## src/rtl/video_pkg.sv

```systemverilog
// Shared video-pipeline constants and types for the sprite compositor.
package video_pkg;
  localparam int VIDEO_WIDTH    = 640;
  localparam int VIDEO_HEIGHT   = 480;
  localparam int BITS_PER_COLOR = 12;
  localparam int X_W            = 10;
  localparam int Y_W            = 9;
  localparam int SPRITE_SIZE    = 50;
  localparam int SETTER_LATENCY = 2;
  localparam logic [BITS_PER_COLOR-1:0] TRANSPARENT_KEY = 12'h0F0;

  typedef logic [BITS_PER_COLOR-1:0] color_t;
endpackage

```

## src/rtl/sprite_hit_test.sv

```systemverilog
// Single-layer bounding-box comparator; purely combinational (stage 0).
module sprite_hit_test
  import video_pkg::*;
#(
  parameter int SPRITE_W = SPRITE_SIZE,
  parameter int SPRITE_H = SPRITE_SIZE
) (
  input  logic [X_W-1:0] x,
  input  logic [Y_W-1:0] y,
  input  logic [X_W-1:0] ox,
  input  logic [Y_W-1:0] oy,
  input  logic           en,
  output logic           hit
);
  logic [X_W:0] x_end;
  logic [Y_W:0] y_end;

  // One extra bit so origins near the right/bottom edge clip instead of wrapping.
  always_comb begin
    x_end = {1'b0, ox} + (X_W+1)'(SPRITE_W);
    y_end = {1'b0, oy} + (Y_W+1)'(SPRITE_H);
    hit   = en & (x >= ox) & ({1'b0, x} < x_end)
               & (y >= oy) & ({1'b0, y} < y_end);
  end
endmodule

```

## src/rtl/sprite_compositor.sv

```systemverilog
// Background + NUM_LAYERS sprite compositor with transparency key and fixed priority.
// Optional frame collision flag (layers 0/1) under SPRITE_COMPOSITOR_COLLIDE_EN.
module sprite_compositor #(
  parameter int                  NUM_LAYERS      = 4,
  parameter int                  SPRITE_W        = video_pkg::SPRITE_SIZE,
  parameter int                  SPRITE_H        = video_pkg::SPRITE_SIZE,
  parameter int                  SETTER_LATENCY  = video_pkg::SETTER_LATENCY,
  parameter video_pkg::color_t   TRANSPARENT_KEY = video_pkg::TRANSPARENT_KEY
) (
  input  logic                     clk,
  input  logic                     reset,
  input  logic [9:0]               x,
  input  logic [8:0]               y,
  input  logic                     active,
  input  logic [NUM_LAYERS*10-1:0] sprite_x,
  input  logic [NUM_LAYERS*9-1:0]  sprite_y,
  input  logic [NUM_LAYERS-1:0]    sprite_en,
  input  logic [NUM_LAYERS*12-1:0] sprite_color,
  input  logic [11:0]              bg_color,
  output logic [11:0]              pixel_out,
  output logic                     pixel_active,
  output logic                     collide
);
  import video_pkg::*;

  logic [NUM_LAYERS-1:0] hit;

  genvar g;
  generate
    for (g = 0; g < NUM_LAYERS; g++) begin : g_hit
      sprite_hit_test #(.SPRITE_W(SPRITE_W), .SPRITE_H(SPRITE_H)) u_hit (
        .x  (x),
        .y  (y),
        .ox (sprite_x[g*10 +: 10]),
        .oy (sprite_y[g*9 +: 9]),
        .en (sprite_en[g]),
        .hit(hit[g])
      );
    end
  endgenerate

  // Delay line: stage-0 decisions wait for the setters' RAM latency.
  logic [SETTER_LATENCY-1:0][NUM_LAYERS-1:0] hit_pipe_q, hit_pipe_d;
  logic [SETTER_LATENCY-1:0]                 act_pipe_q, act_pipe_d;

  always_comb begin
    hit_pipe_d    = hit_pipe_q;
    act_pipe_d    = act_pipe_q;
    hit_pipe_d[0] = hit;
    act_pipe_d[0] = active;
    for (int s = 1; s < SETTER_LATENCY; s++) begin
      hit_pipe_d[s] = hit_pipe_q[s-1];
      act_pipe_d[s] = act_pipe_q[s-1];
    end
  end

  logic [NUM_LAYERS-1:0] hit_d;
  logic                  act_d;
  assign hit_d = hit_pipe_q[SETTER_LATENCY-1];
  assign act_d = act_pipe_q[SETTER_LATENCY-1];

  color_t [NUM_LAYERS-1:0] layer_color;
  assign layer_color = sprite_color;

  logic [NUM_LAYERS-1:0] opaque;
  color_t                pixel_q, pixel_d;
  logic                  pixel_active_q, pixel_active_d;

  // Walk from lowest priority up so layer 0 overwrites last.
  always_comb begin
    pixel_d = bg_color;
    for (int i = NUM_LAYERS - 1; i >= 0; i--) begin
      opaque[i] = hit_d[i] & (layer_color[i] != TRANSPARENT_KEY);
      if (opaque[i]) pixel_d = layer_color[i];
    end
    if (!act_d) pixel_d = '0;
    pixel_active_d = act_d;
  end

  always_ff @(posedge clk) begin
    if (reset) begin
      hit_pipe_q     <= '0;
      act_pipe_q     <= '0;
      pixel_q        <= '0;
      pixel_active_q <= 1'b0;
    end else begin
      hit_pipe_q     <= hit_pipe_d;
      act_pipe_q     <= act_pipe_d;
      pixel_q        <= pixel_d;
      pixel_active_q <= pixel_active_d;
    end
  end

  assign pixel_out    = pixel_q;
  assign pixel_active = pixel_active_q;

`ifdef SPRITE_COMPOSITOR_COLLIDE_EN
  // Needs NUM_LAYERS >= 2: compares layers 0 and 1.
  logic [SETTER_LATENCY-1:0] sof_pipe_q, sof_pipe_d;
  logic                      pending_q, pending_d;
  logic                      collide_q, collide_d;
  logic                      sof_d, overlap;

  always_comb begin
    sof_pipe_d    = sof_pipe_q;
    sof_pipe_d[0] = (x == '0) & (y == '0) & active;
    for (int s = 1; s < SETTER_LATENCY; s++) sof_pipe_d[s] = sof_pipe_q[s-1];
    sof_d   = sof_pipe_q[SETTER_LATENCY-1];
    overlap = opaque[0] & opaque[1] & act_d;
    // An overlap on the strobe cycle belongs to the frame just starting.
    pending_d = (sof_d ? 1'b0 : pending_q) | overlap;
    collide_d = sof_d ? pending_q : collide_q;
  end

  always_ff @(posedge clk) begin
    if (reset) begin
      sof_pipe_q <= '0;
      pending_q  <= 1'b0;
      collide_q  <= 1'b0;
    end else begin
      sof_pipe_q <= sof_pipe_d;
      pending_q  <= pending_d;
      collide_q  <= collide_d;
    end
  end

  assign collide = collide_q;
`else
  assign collide = 1'b0;
`endif
endmodule
```

## config.mk

```make
export PLATFORM = sky130hd
export DESIGN_NAME = sprite_compositor
export DESIGN_NICKNAME = d
export VERILOG_FILES = /design/src/rtl/video_pkg.sv /design/src/rtl/sprite_hit_test.sv /design/src/rtl/sprite_compositor.sv
export SDC_FILE = /design/constraint.sdc
export NUM_CORES = 1
export LEC_CHECK = 0
export ABC_AREA = 1
export BUFFER_PORTS_ARGS = -buffer_cell sky130_fd_sc_hd__buf_2
export CAP_MARGIN = 20
export CORE_MARGIN = 3
export CORE_UTILIZATION = 37
export CTS_CLUSTER_SIZE = 8
export DETAILED_ROUTE_END_ITERATION = 10
export GPL_TIMING_DRIVEN = 0
export PLACE_DENSITY = 0.59
export SLEW_MARGIN = 20
export SYNTH_ARGS = -nofsm -noshare
export SYNTH_HDL_FRONTEND = slang
export SYNTH_SLANG_ARGS = --single-unit
```

## constraint.sdc

```tcl
create_clock -name clk -period 2 [get_ports clk]
set_clock_uncertainty 0.2 [all_clocks]
set_input_delay 0.4 -clock clk [delete_from_list [all_inputs] [get_ports clk]]
set_output_delay 0.4 -clock clk [all_outputs]
set_load 0.03 [all_outputs]
```

Yosys cells after proc, flatten, opt, wreduce, memory -nomap -nowiden
Index checks and enable logic that the tools add are counted.
- input bits: 162
- bits in latches: 0
- RAM bits: 0
- logic and storage cells: 59
- register bits: 23
- memories: 0
- memory bits (read-only): 0
- output and inout port bits: 14
- divide/modulo/power cells: 0
- equality and inequality tests: 4
- multiplexer cells: 4
- order comparisons: 16
- $mul: 0
- add/sub/neg operators: 8
- shift operators: 0
- bitwise logic cells: 21
- reduce and logical (&&, ||, !) cells: 1
- operator list (kind ; count):
    12-bit two-way mux ; 4
    12-bit by 8-bit inequality test with 1-bit output (second input constant) ; 4
    10-bit by 6-bit adder with 11-bit output (second input constant) ; 4
    10-bit by 11-bit less-than comparator with 1-bit output ; 4
    9-bit by 6-bit adder with 10-bit output (second input constant) ; 4
    10-bit >= comparator ; 4
    9-bit by 10-bit less-than comparator with 1-bit output ; 4
    9-bit >= comparator ; 4
    1-bit AND ; 20
    2-bit OR reduction ; 1
    1-bit inverter ; 1

Longest topological paths before layout
Gate-level depths: netlist (run 1).
- depth after elaboration: 6
- mapped depth: 14
- gate-level depth less buffers: 14

Hierarchy
A second synthesis (run 1) with hierarchy kept.
- cells, all modules: 1002
- area, all modules: 6413.7 um^2
- by module, submodules not included (module ; instances ; area each (um^2) ; cells an instance ; sequential area each (um^2)):
    sprite_hit_test (g_hit[0].u_hit ...) ; 3 ; 1203.7 ; 184 ; 0.0
    sprite_compositor ; 1 ; 1595.3 ; 267 ; 460.4
    sprite_hit_test (g_hit[1].u_hit) ; 1 ; 1207.4 ; 183 ; 0.0

Least setup slack after synthesis (run 1)
No wires, ideal clock.
- kind: input port to flip-flop
- start point: input sprite_y[1]
- end point: register hit_pipe_q (netlist bit hit_pipe_d[4])
- required time: 1.736 ns
- stages on the path: 13
- data arrival time: 1.719 ns
- library setup time: 0.064 ns
- setup slack: 0.017 ns
- path buffers: 0
- cell sequence: ha_1 -> nand2_1 -> nand2_1 -> o21ai_1 -> xor2_1 -> ha_1 -> nand2_1 -> inv_1 -> nand4_1 -> nor2_1 -> nor2_1 -> nand2_1 -> nor2_1
- word-level cells in the longest chain between the ends: 3
- elaborated cells on any way between the ends: 5
- those cells by class: 1 x add/sub; 2 x order compare; 2 x bitwise
- ends and longest elaborated chain (what ; line ; source):
    start, declared ; sprite_compositor.sv:16 ; input logic [NUM_LAYERS*9-1:0] sprite_y,
    9-bit by 6-bit adder with 10-bit output / 9-bit >= comparator (equally long branches) ; sprite_hit_test.sv:21, sprite_hit_test.sv:23 ;
    9-bit by 10-bit less-than comparator with 1-bit output / 1-bit AND (equally long branches) ; sprite_hit_test.sv:23 ; & (y >= oy) & ({1'b0, y} < y_end);
    1-bit AND * ; sprite_hit_test.sv:23 ;
    end signal, assigned ; sprite_compositor.sv:87 ; hit_pipe_q <= hit_pipe_d;
    end, declared ; sprite_compositor.sv:43 ; logic [SETTER_LATENCY-1:0][NUM_LAYERS-1:0] hit_pipe_q, hit_pipe_d;
Every way passes the cells marked *; elsewhere a longest branch is shown, timed or not.
A chain may end at the register's enable or synchronous reset.

Final worst setup path (run 1)
- start point: input sprite_x[2]
- end point: register hit_pipe_q (netlist bit hit_pipe_d[4])
- word-level cells in the longest chain between the ends: 5
- elaborated cells on any way between the ends: 7
- those cells by class: 1 x add/sub; 2 x order compare; 4 x bitwise
- ends and longest elaborated chain (what ; line ; source):
    start, declared ; sprite_compositor.sv:15 ; input logic [NUM_LAYERS*10-1:0] sprite_x,
    10-bit by 6-bit adder with 11-bit output / 10-bit >= comparator (equally long branches) ; sprite_hit_test.sv:20, sprite_hit_test.sv:22 ;
    10-bit by 11-bit less-than comparator with 1-bit output / 1-bit AND (equally long branches) ; sprite_hit_test.sv:22 ; hit = en & (x >= ox) & ({1'b0, x} < x_end)
    1-bit AND * ; sprite_hit_test.sv:22 ;
    1-bit AND * (2 in a row) ; sprite_hit_test.sv:23 ;
Marks and branches as above.

==> results of run 1 <==
## final timing paths
kind                            depth (start not counted)             to          start
worst max-delay path                                   12  hit_pipe_d[4]    sprite_x[2]
worst min register to register                          2       hit_d[0]  hit_pipe_d[4]
worst max register to register                          5   pixel_out[2]       hit_d[1]
worst min-delay path                                    3  act_pipe_q[0]         active
## cell families (layout without fill, tap and decap cells)
kind of cell             Yosys count  count (layout)  share of synthesized area (%)
adder cells (fa/ha/maj)          152             152                           30.8
AND/OR/NAND/NOR                  452             452                           32.8
other                              1               1                         0.0608
flip-flops                        23              23                           7.47
XOR/XNOR                          47              47                           6.68
AO/OA/AOI/OAI                    122             122                           11.4
buffers and inverters            169             364                           10.8
## tightest hold or removal path, delay by kind of cell
family	cells	cell delay (ps)
buf+inv	2	140
simple gates	1	30
## power by group through the flow
stage | Clock [mW] | Sequential (mW) | Combinational (mW)
2_1_floorplan | 0 | 0.491 | 0.886
3_3_place_gp | 0 | 0.481 | 1.37
3_5_place_dp | 0 | 0.481 | 1.38
4_1_cts | 0.440 | 0.471 | 1.44
5_1_grt | 0.454 | 0.472 | 1.76
6_report | 0.428 | 0.471 | 1.51
## cell usage after synthesis
| cell type | number | share of area, % |
|---|---|---|
| dfxtp_1 | 23 | 7.5 |
| nand3_2 | 13 | 2.1 |
| nor3_1 | 5 | 0.41 |
| nor3_2 | 1 | 0.16 |
| o21bai_1 | 2 | 0.24 |
| nand3_1 | 79 | 6.4 |
| or2_1 | 3 | 0.30 |
| buf_2 | 3 | 0.24 |
| nand2_2 | 3 | 0.30 |
| o21ai_0 | 23 | 1.9 |
| nand4_1 | 24 | 2.4 |
| xor2_1 | 39 | 5.5 |
| conb_1 | 1 | 0.061 |
| buf_4 | 3 | 0.37 |
| nand2_1 | 211 | 13 |
| a21oi_2 | 12 | 1.7 |
| o211ai_1 | 6 | 0.73 |
| o21a_1 | 5 | 0.61 |
| a21o_1 | 2 | 0.24 |
| nor2_1 | 96 | 5.8 |
| buf_1 | 1 | 0.061 |
| a211oi_1 | 3 | 0.37 |
| nor2_2 | 2 | 0.20 |
| nand3b_1 | 9 | 1.1 |
| a21oi_1 | 62 | 5.0 |
| o21ai_1 | 7 | 0.57 |
| inv_1 | 134 | 8.2 |
| clkbuf_1 | 3 | 0.18 |
| nor4_1 | 1 | 0.10 |
| xnor2_1 | 8 | 1.1 |
| buf_6 | 2 | 0.37 |
| nand2_4 | 1 | 0.18 |
| inv_2 | 18 | 1.1 |
| clkinv_1 | 5 | 0.30 |
| ha_1 | 152 | 31 |
| or2_0 | 4 | 0.41 |
## through the flow
step | setup slack (ps) | total power [mW]
6_report | 44.8 | 2.41
4_1_cts | -14.7 | 2.35
5_1_grt | -109 | 2.68
3_5_place_dp | -448 | 1.87
3_3_place_gp | -444 | 1.85
2_1_floorplan | 16.6 | 1.38
## metal layers
layer / routed length (microns) / up-vias / share of wire [%]
li1: - / 3580 / -
met1: 7870 / 2859 / 46
met2: 8260 / 151 / 48
met3: 879 / 18 / 5.1
met4: 156 / 4 / 0.91
met5: 27 / - / 0.16
## timing repair
item,in CTS,in global routing
gates cloned,0,0
resized for setup,44,76
buffers inserted,7,10
pin swaps,35,67
endpoints found under the setup margin,4,4
## final cells by class
type | instances | area, sq um
timing repair buffer | 191 | 1120
multi-input combinational | 774 | 5370
fill | 1714 | 8140
tap | 216 | 270
buffer | 12 | 75.1
clock buffer | 4 | 78.8
inverter | 157 | 597
sequential | 23 | 460
## registers in the layout, indices dropped and copies added, names as in the netlist
signal,count
act_pipe_q,2
pixel_out,12
hit_d,4
hit_pipe_d,4
pixel_active,1
## placed cells by master (no fill, tap or decap), types with 15 or more instances in the layout
cell     Yosys  routed
nor2_1      96      90
buf_4        3      19
xor2_1      39      39
a21oi_2     12      16
nand2_1    211     188
buf_2        3     161
nand3_1     79      75
a21oi_1     62      57
inv_1      134     134
nand4_1     24      24
ha_1       152     145
inv_2       18      15
o21ai_0     23      22
dfxtp_1     23      23
==> impl_metrics.csv, run 1 <==
group,metric,value,unit
sta,finalHoldViolations,0,
critical_path,slowest_delay,310,ps
placement,io_buffers,174,
grt,grt_pass1_wl,27.3,mm
sta,finalSetupViolations,0,
flow_run,maxCapViolCount,0,
power_and_ir_drop,p_leak,4.38,nW
yosys,synth_nets,1280,
floorplan,die_w,135,microns
floorplan,rows,46,
finish,fin_util,49.5,%
clock_network,tritoncts,"yes",
sta,max_freq,0.511,GHz
floorplan,coreArea,16100,sq um
power_and_ir_drop,power.internal,1.40,mW
drt,viasPerCell,4.80,
floorplan,ios,176,
sta,holdWs,158,ps
placement,hpwl,14.7,mm
drt,post_drt_wl_per_cell,12.5,microns
power_and_ir_drop,comb_power_share,62.8,%
critical_path,cp_max_fo,3,
critical_path,slowest_stage,"ha_1",
yosys,yosysWarnings,0,
grt,grt_use_met3,1.75,%
placement,place_congestion,0.853,
critical_path,worstPathRequired,1980,ps
critical_path,crit_type,"in2reg",
critical_path,cp_cell_sequence,"buf_8 > buf_4 > nand3_4 > nand2_2 > xor2_1 > ha_1 > a21o_1 > nor2_1 > a21oi_1 > nand2_1 > nand4_1 > nor2_2",
drt,drt_iter0_drc,153,
power_and_ir_drop,ir_drop,244,uV
clock_network,clk_path_buf_depth,2,
finish,instances_no_fill,1377,
clock_network,htreeDepth,1,
grt,grt.total_usage,17.9,%
sta,slew_violations,0,
drt,vias,6612,
critical_path,critPathCaptureType,"register",
clock_network,cts.sinks,23,
power_and_ir_drop,p_seq_share,19.5,%
finish,nNetsFinal,1476,
outcome,outcome,"completed",
critical_path,crit_path_start_kind,"primary input",
grt,grt.overflow.total,0,
yosys,syn_area,6170,sq um
drt,routed_wl,17.2,mm
worst_hold_path,hold_path_class,"in2reg",
yosys,ys_ff_latch,23,
grt,grt_busiest_layer,"met2",
finish,area_delta_synth_final,29.3,%
power_and_ir_drop,power_density,303,nW/um^2
finish,stdcell_area,7980,sq um
placement,placed_area,7310,sq um
power_and_ir_drop,pwr-share-clk,17.7,%
power_and_ir_drop,switching_share,41.9,%
sta,min_period,1960,ps
drt,first_pass_iters,5,
grt,grt_start_max_net_pins,13,
grt,use_met2,32.8,%
critical_path,cp_top_family,"simple AND/OR/NAND/NOR gates",
yosys,seq_area_frac_synth,7.47,%
drt,drt_drc_violations_left,0,
critical_path,crit_buf_inv,2,
floorplan,start_util,38.3,%
clock_network,numCtsBuffers,3,
finish,diodes,0,
clock_network,clkTransAtPathRegs,60,ps
sta,tns,0,ps
critical_path,crit_arrival,1930,ps
yosys,ys_types,36,
grt,antenna_found_initial,2,
grt,grt_use_met1,23.4,%
yosys,postSynthAreaPerCell,6.38,sq um
floorplan,fp.dieH,135,microns
clock_network,hold_buffers,0,
sta,min_period_over_period,97.8,%
critical_path,r2r_slack,470,ps
clock_network,clockRootBuffer,"clkbuf_16",
grt,grt_pass1_vias,6045,
yosys,syn_inst,966,
power_and_ir_drop,switching_power,1.01,mW
drt,ant_nets,0,
clock_network,clk_latency,250,ps
finish,drive_above_1_share,26.2,%
placement,post-place-cells,1356,
floorplan,die_area,18200,sq um
sta,rsz0062_at_grt,"true",
(Power assumes the default switching activity.)
==> run 2: changes to the inputs <==
ABC_AREA = default   (was 1)
BUFFER_PORTS_ARGS = default   (was -buffer_cell sky130_fd_sc_hd__buf_2)
DONT_BUFFER_PORTS = 1   (was default)
PLACE_DENSITY = 0.5   (was 0.59)
==> run 2 against run 1 <==
  * The flow now finishes with violations (negative setup slack)
  * Cell area fell by 18%
  * Synthesized cell count fell by 30%
  * Cell count shrank 35%
  * Combinational power fell by 21%
  * Register-to-register slack got worse by 360 ps
  * First-iteration DRC count rose by 11%
  * Clock-buffer cell count decreased by 1
  * Critical path type unchanged
  * Largest cell class unchanged
  * Largest power group unchanged
==> impl_metrics.csv, run 2 <==
group,metric,value,unit
yosys,synthTopCellsByArea,"ha_1, dfxtp_1, xnor2_1",
critical_path,crit_type,"in2reg",
finish,diodes,0,
yosys,seq_area_frac_synth,8.64,%
outcome,outcome,"finished, violations left",
floorplan,start_util,38.1,%
power_and_ir_drop,power_density,323,nW/um^2
grt,grt.total_usage,19.4,%
drt,ant_nets,0,
clock_network,tritoncts,"yes",
critical_path,crit_buf_inv,0,
sta,holdWs,82.0,ps
drt,first_pass_iters,5,
critical_path,slowest_delay,280,ps
yosys,async_reset_ff_share,0,%
finish,nNetsFinal,1033,
power_and_ir_drop,power,2.11,mW
power_and_ir_drop,switching_power,0.770,mW
yosys,synth_edf_count,0,
clock_network,hold_buffers,0,
sta,min_period_over_period,111,%
clock_network,numCtsBuffers,3,
yosys,ys_ff_latch,23,
clock_network,cts.sinks,23,
power_and_ir_drop,p_leak,3.01,nW
floorplan,die_w,126,microns
sta,fin_ws,-224,ps
critical_path,cp_max_fo,3,
yosys,synth_top_area_share,35.7,%
yosys,synth_largest_area_cell,"ha_1",
power_and_ir_drop,pwr-share-clk,20.3,%
floorplan,fp.dieH,126,microns
placement,place_congestion,0.921,
finish,final_common_cell,"ha_1",
grt,grt_start_max_net_pins,14,
finish,largest_reg_flops,12,
critical_path,critPathCaptureType,"register",
drt,post_drt_wl_per_cell,17.8,microns
critical_path,cpMostUsedCell,"nand2_2",
grt,grt.overflow.total,0,
floorplan,ios,176,
sta,finalHoldViolations,0,
clock_network,clk_latency,250,ps
yosys,syn_inst,681,
clock_network,clk_path_buf_depth,2,
yosys,yosysMostFrequentCell,"ha_1",
drt,vias,5079,
finish,final_cell_mix,"ha_1, inv_1, xnor2_1",
power_and_ir_drop,p_seq_share,22.9,%
power_and_ir_drop,power.internal,1.34,mW
power_and_ir_drop,switching_share,36.4,%
finish,n_fill_cell,1386,
grt,grt_pass1_wl,26.1,mm
clock_network,clkTransAtPathRegs,60,ps
placement,io_buffers,0,
yosys,ys_types,56,
drt,viasPerCell,5.66,
critical_path,cp_cell_sequence,"ha_4 > a21oi_4 > nand2_2 > nand2_2 > xnor2_2 > ha_1 > a211oi_2 > a221o_1 > a31oi_4 > nor4_4 > and3_1",
finish,drive_above_1_share,19.8,%
yosys,ys.flop_type,"dfxtp_1",
drt,top_layer,"met4",
yosys,postSynthAreaPerCell,7.82,sq um
sta,rsz0062_at_grt,"true",
power_and_ir_drop,ir_drop,273,uV
critical_path,slowest_stage,"ha_1",
drt,routed_wl,16.0,mm
clock_network,htreeDepth,1,
yosys,synth.top_cells.by_count,"ha_1, inv_1, a21oi_1",
grt,grt_pass1_vias,5370,
flow_run,maxCapViolCount,0,
critical_path,crit_arrival,2220,ps
worst_hold_path,hold_path_class,"in2reg",
power_and_ir_drop,comb_power_share,56.8,%
sta,finalSetupViolations,14,
critical_path,worstPathRequired,2000,ps
drt,drt_drc_violations_left,0,
finish,area_delta_synth_final,23.0,%
placement,pre_cts_slack,-763,ps
sta,max_freq,0.450,GHz
placement,hpwl,13.6,mm
drt,dr_wl_met2,7.83,mm
outcome,failed_checks,"negative setup slack",
drt,wl_met1,6.58,mm
grt,antenna_found_initial,0,
sta,relSlewSlack,64.1,%
floorplan,die_area,15900,sq um
drt,drt_iter0_drc,170,
critical_path,crit_path_start_kind,"primary input",
sta,slew_violations,0,
clock_network,clockRootBuffer,"clkbuf_16",
critical_path,cp_top_family,"compound AO/OA/AOI/OAI gates",
yosys,synth_nets,995,
floorplan,rows,43,
sta,tightest_slew,525,ps
yosys,syn_area,5330,sq um
drt,dr_wl_met3,1.42,mm
floorplan,coreArea,14000,sq um
sta,min_period,2220,ps
yosys,yosysWarnings,0,
run 2: worst paths after layout:
kind / startpoint / depth (start not counted) / end / slack, ps
worst max register to register: hit_d[2] / 7 / pixel_out[6] / 110
worst max-delay path: sprite_y[20] / 11 / hit_pipe_d[6] / -220
worst min register to register: act_pipe_q[0] / 1 / act_pipe_q[1] / 240
worst min-delay path: active / 1 / act_pipe_q[0] / 80
run 2: routing by layer:
metal,up-vias,GRT usage [%]
met5,-,0
met4,0,2.27
met3,14,5.73
met2,162,35.7
met1,2336,22.7
li1,2567,-
run 2: power by group through the flow:
| stage | clock (mW) | sequential, mW | combinational, mW |
|---|---|---|---|
| 6_report | 0.429 | 0.484 | 1.20 |
| 5_1_grt | 0.453 | 0.485 | 1.38 |
| 4_1_cts | 0.443 | 0.484 | 1.15 |
| 3_5_place_dp | 0 | 0.492 | 1.01 |
| 3_3_place_gp | 0 | 0.493 | 0.974 |
| 2_1_floorplan | 0 | 0.491 | 0.809 |
run 2: logic make-up (layout without fill, tap and decap cells):
family / count (synthesis) / after routing / share of synthesized area, %
AOI/OAI and AO/OA: 189 / 189 / 23.3
xor gates and xnor gates: 51 / 51 / 8.39
adders and majority gates: 152 / 152 / 35.7
buffers and inverters: 98 / 135 / 7.19
DFF: 23 / 23 / 8.64
muxes: 3 / 3 / 0.564
other: 1 / 1 / 0.0704
and+or+nand+nor: 164 / 164 / 16.2
run 2: what timing repair did:
| item | 4_1_cts | 5_1_grt |
|---|---|---|
| cloned | 1 | 0 |
| buffers inserted | 24 | 11 |
| hold endpoints to repair | 0 | 0 |
| pin swaps | 38 | 36 |
| gates resized for setup | 71 | 39 |
| endpoints found under the setup margin | 16 | 16 |
run 2: final cells by class:
cell class	count	area (sq um)	share of cell area (%)
well taps	180	225	3.44
repair buffers	35	278	4.24
multi-input cells	560	5080	77.5
plain buffers	8	56.3	0.859
clock buffers	3	75.1	1.15
clock inverters	1	5.00	0.0764
flip-flops and latches	23	463	7.06
inverters	88	372	5.67
run 2: metrics by stage:
| step | TNS [ps] | area, sq um | util, % | instances |
|---|---|---|---|---|
| floorplan | -2730 | 5480 | - | 681 |
| global placement | -7220 | 5700 | 40.8 | 861 |
| detailed placement | -7320 | 5700 | 40.8 | 861 |
| CTS | -1860 | 6310 | 45.1 | 889 |
| global route | -2490 | 6550 | 46.9 | 898 |
| finish | -1450 | 6550 | 46.9 | 898 |
==> run 3: changes to the inputs <==
MAX_ROUTING_LAYER = met4   (was default)
REMOVE_ABC_BUFFERS = 1   (was default)
==> run 3 against run 2 <==
  * The run still ends with negative setup slack left
  * Setup slack lost 6.8 ps
  * Non-clock buffer count grew 4
  * Sequential power is essentially flat
  * Cell count grew 0.56%
  * Sequential cell count is the same
  * Die area is the same
  * Power is essentially flat
  * Maximum frequency shrank 0.31%
  * Critical endpoint is now pixel_out[6]
  * Combinational power is essentially flat
  * First-iteration DRC count shrank 9.4%
  * Clock power is essentially flat
==> impl_metrics.csv, run 3 (synthesized netlist as in run 2, its figures left out) <==
group,metric,value,unit
power_and_ir_drop,switching_power,0.765,mW
sta,holdWs,13.3,ps
sta,fin_ws,-231,ps
clock_network,clkTransAtPathRegs,60,ps
finish,instances_no_fill,903,
power_and_ir_drop,power,2.11,mW
sta,tightest_slew,667,ps
grt,grt_busiest_layer,"met2",
worst_hold_path,hold_path_class,"in2reg",
outcome,outcome,"finished, violations left",
drt,drt_drc_violations_left,0,
sta,relSlewSlack,55.5,%
power_and_ir_drop,pwr-share-clk,20.4,%
floorplan,ios,176,
floorplan,die_w,126,microns
grt,grt_pass1_wl,25.5,mm
floorplan,coreArea,14000,sq um
critical_path,cp_max_fo,3,
outcome,failed_checks,"negative setup slack",
sta,finalSetupViolations,16,
floorplan,die_area,15900,sq um
floorplan,start_util,38.1,%
critical_path,critPathCaptureType,"register",
placement,place_congestion,0.941,
clock_network,clk_path_buf_depth,2,
finish,n_fill_cell,1377,
grt,grt.total_usage,19.8,%
placement,post-place-cells,851,
clock_network,clk_latency,250,ps
power_and_ir_drop,ir_drop,257,uV
floorplan,rows,43,
power_and_ir_drop,comb_power_share,56.7,%
grt,grt_start_max_net_pins,21,
clock_network,cts.sinks,23,
clock_network,htreeDepth,1,
finish,area_delta_synth_final,23.5,%
grt,use_met2,35.0,%
finish,nNetsFinal,1038,
sta,max_freq,0.448,GHz
finish,multi_input_area,5090,sq um
drt,ant_nets,0,
finish,diodes,0,
drt,post_drt_wl_per_cell,17.9,microns
finish,largest_reg_flops,12,
clock_network,clockRootBuffer,"clkbuf_16",
power_and_ir_drop,p_leak,3.02,nW
finish,final_cell_mix,"ha_1, inv_1, xnor2_1",
finish,final_common_cell,"ha_1",
clock_network,tritoncts,"yes",
sta,rsz0062_at_grt,"true",
floorplan,fp.dieH,126,microns
sta,min_period_over_period,112,%
placement,pre_cts_slack,-1010,ps
grt,grt.overflow.total,0,
sta,slew_violations,0,
power_and_ir_drop,power.internal,1.35,mW
grt,grt_use_met3,5.56,%
finish,fin_util,47.0,%
finish,drive_above_1_share,20.2,%
power_and_ir_drop,power_density,321,nW/um^2
grt,grt_use_met1,22.1,%
finish,seq_area,462,sq um
drt,first_pass_iters,4,
drt,routed_wl,16.2,mm
critical_path,crit_path_start_kind,"primary input",
placement,hpwl,13.3,mm
clock_network,numCtsBuffers,3,
power_and_ir_drop,switching_share,36.2,%
flow_run,maxCapViolCount,0,
drt,drt_iter0_drc,154,
grt,grt_pass1_vias,5264,
critical_path,worstPathRequired,1960,ps
drt,vias,5067,
sta,finalHoldViolations,0,
sta,min_period,2230,ps
grt,antenna_found_initial,0,
critical_path,crit_type,"in2reg",
placement,io_buffers,0,
power_and_ir_drop,p_seq_share,22.9,%
critical_path,crit_arrival,2190,ps
drt,viasPerCell,5.61,
-- run 3: cell types whose count changed in the layout (fill, tap and decap cells not counted), sizes merged --
cell	previous run	this run
buf	39	46
clkbuf	7	3
dlygate4sd3	0	1
o31ai	5	6
-- run 3: path summary, 6_finish.rpt --
kind / start / end / slack, ps / cells after the start
max: sprite_color[46] / pixel_out[6] / -230 / 8
min reg2reg: act_pipe_q[0] / act_pipe_q[1] / 240 / 1
min: reset / hit_d[0] / 10 / 1
max reg2reg: hit_d[3] / pixel_out[6] / -180 / 7
-- run 3: metal layers --
layer  vias up  part of all wire (%)
li1       2583                     -
met1      2310                    40
met2       154                    50
met3        20                   7.8
met4         0                   1.8
met5         -                     0
-- run 3: final cells by class --
cell class | count | area share [%]
inverters | 88 | 5.02
multi-input cells | 561 | 77.3
repair buffers | 47 | 5.97
flip-flops and latches | 23 | 7.02
clock inverters | 1 | 0.0761
clock buffers | 3 | 1.14
well taps | 180 | 3.42
-- run 3: repair_timing --
action | CTS | global route
buffers inserted | 40 | 9
pin swaps | 70 | 37
endpoints found under the hold margin | 0 | 3
resized for setup | 79 | 48
hold buffers | 0 | 1
gates cloned | 1 | 0
setup endpoints to repair | 16 | 16
-- run 3: through the flow --
stage | area, sq um | TNS (ps)
6_report | 6580 | -1540
5_1_grt | 6580 | -2720
2_1_floorplan | 5270 | -13690
3_5_place_dp | 5520 | -11210
4_1_cts | 6300 | -1980
3_3_place_gp | 5500 | -22420
-- run 3: power groups by stage --
stage	sequential, mW	clock, mW	combinational (mW)
6_report	0.484	0.431	1.20
5_1_grt	0.485	0.465	1.38
4_1_cts	0.484	0.444	1.14
3_5_place_dp	0.494	0	0.984
3_3_place_gp	0.494	0	0.943
2_1_floorplan	0.492	0	0.776
-- run 3: critical path, stage by stage --
cell,delay (ps)
or4b_4,540
o31ai_4,300
buf_6,150
buf_6,100
mux2i_4,70
a221oi_2,270
a21oi_2,70
a221oi_2,290
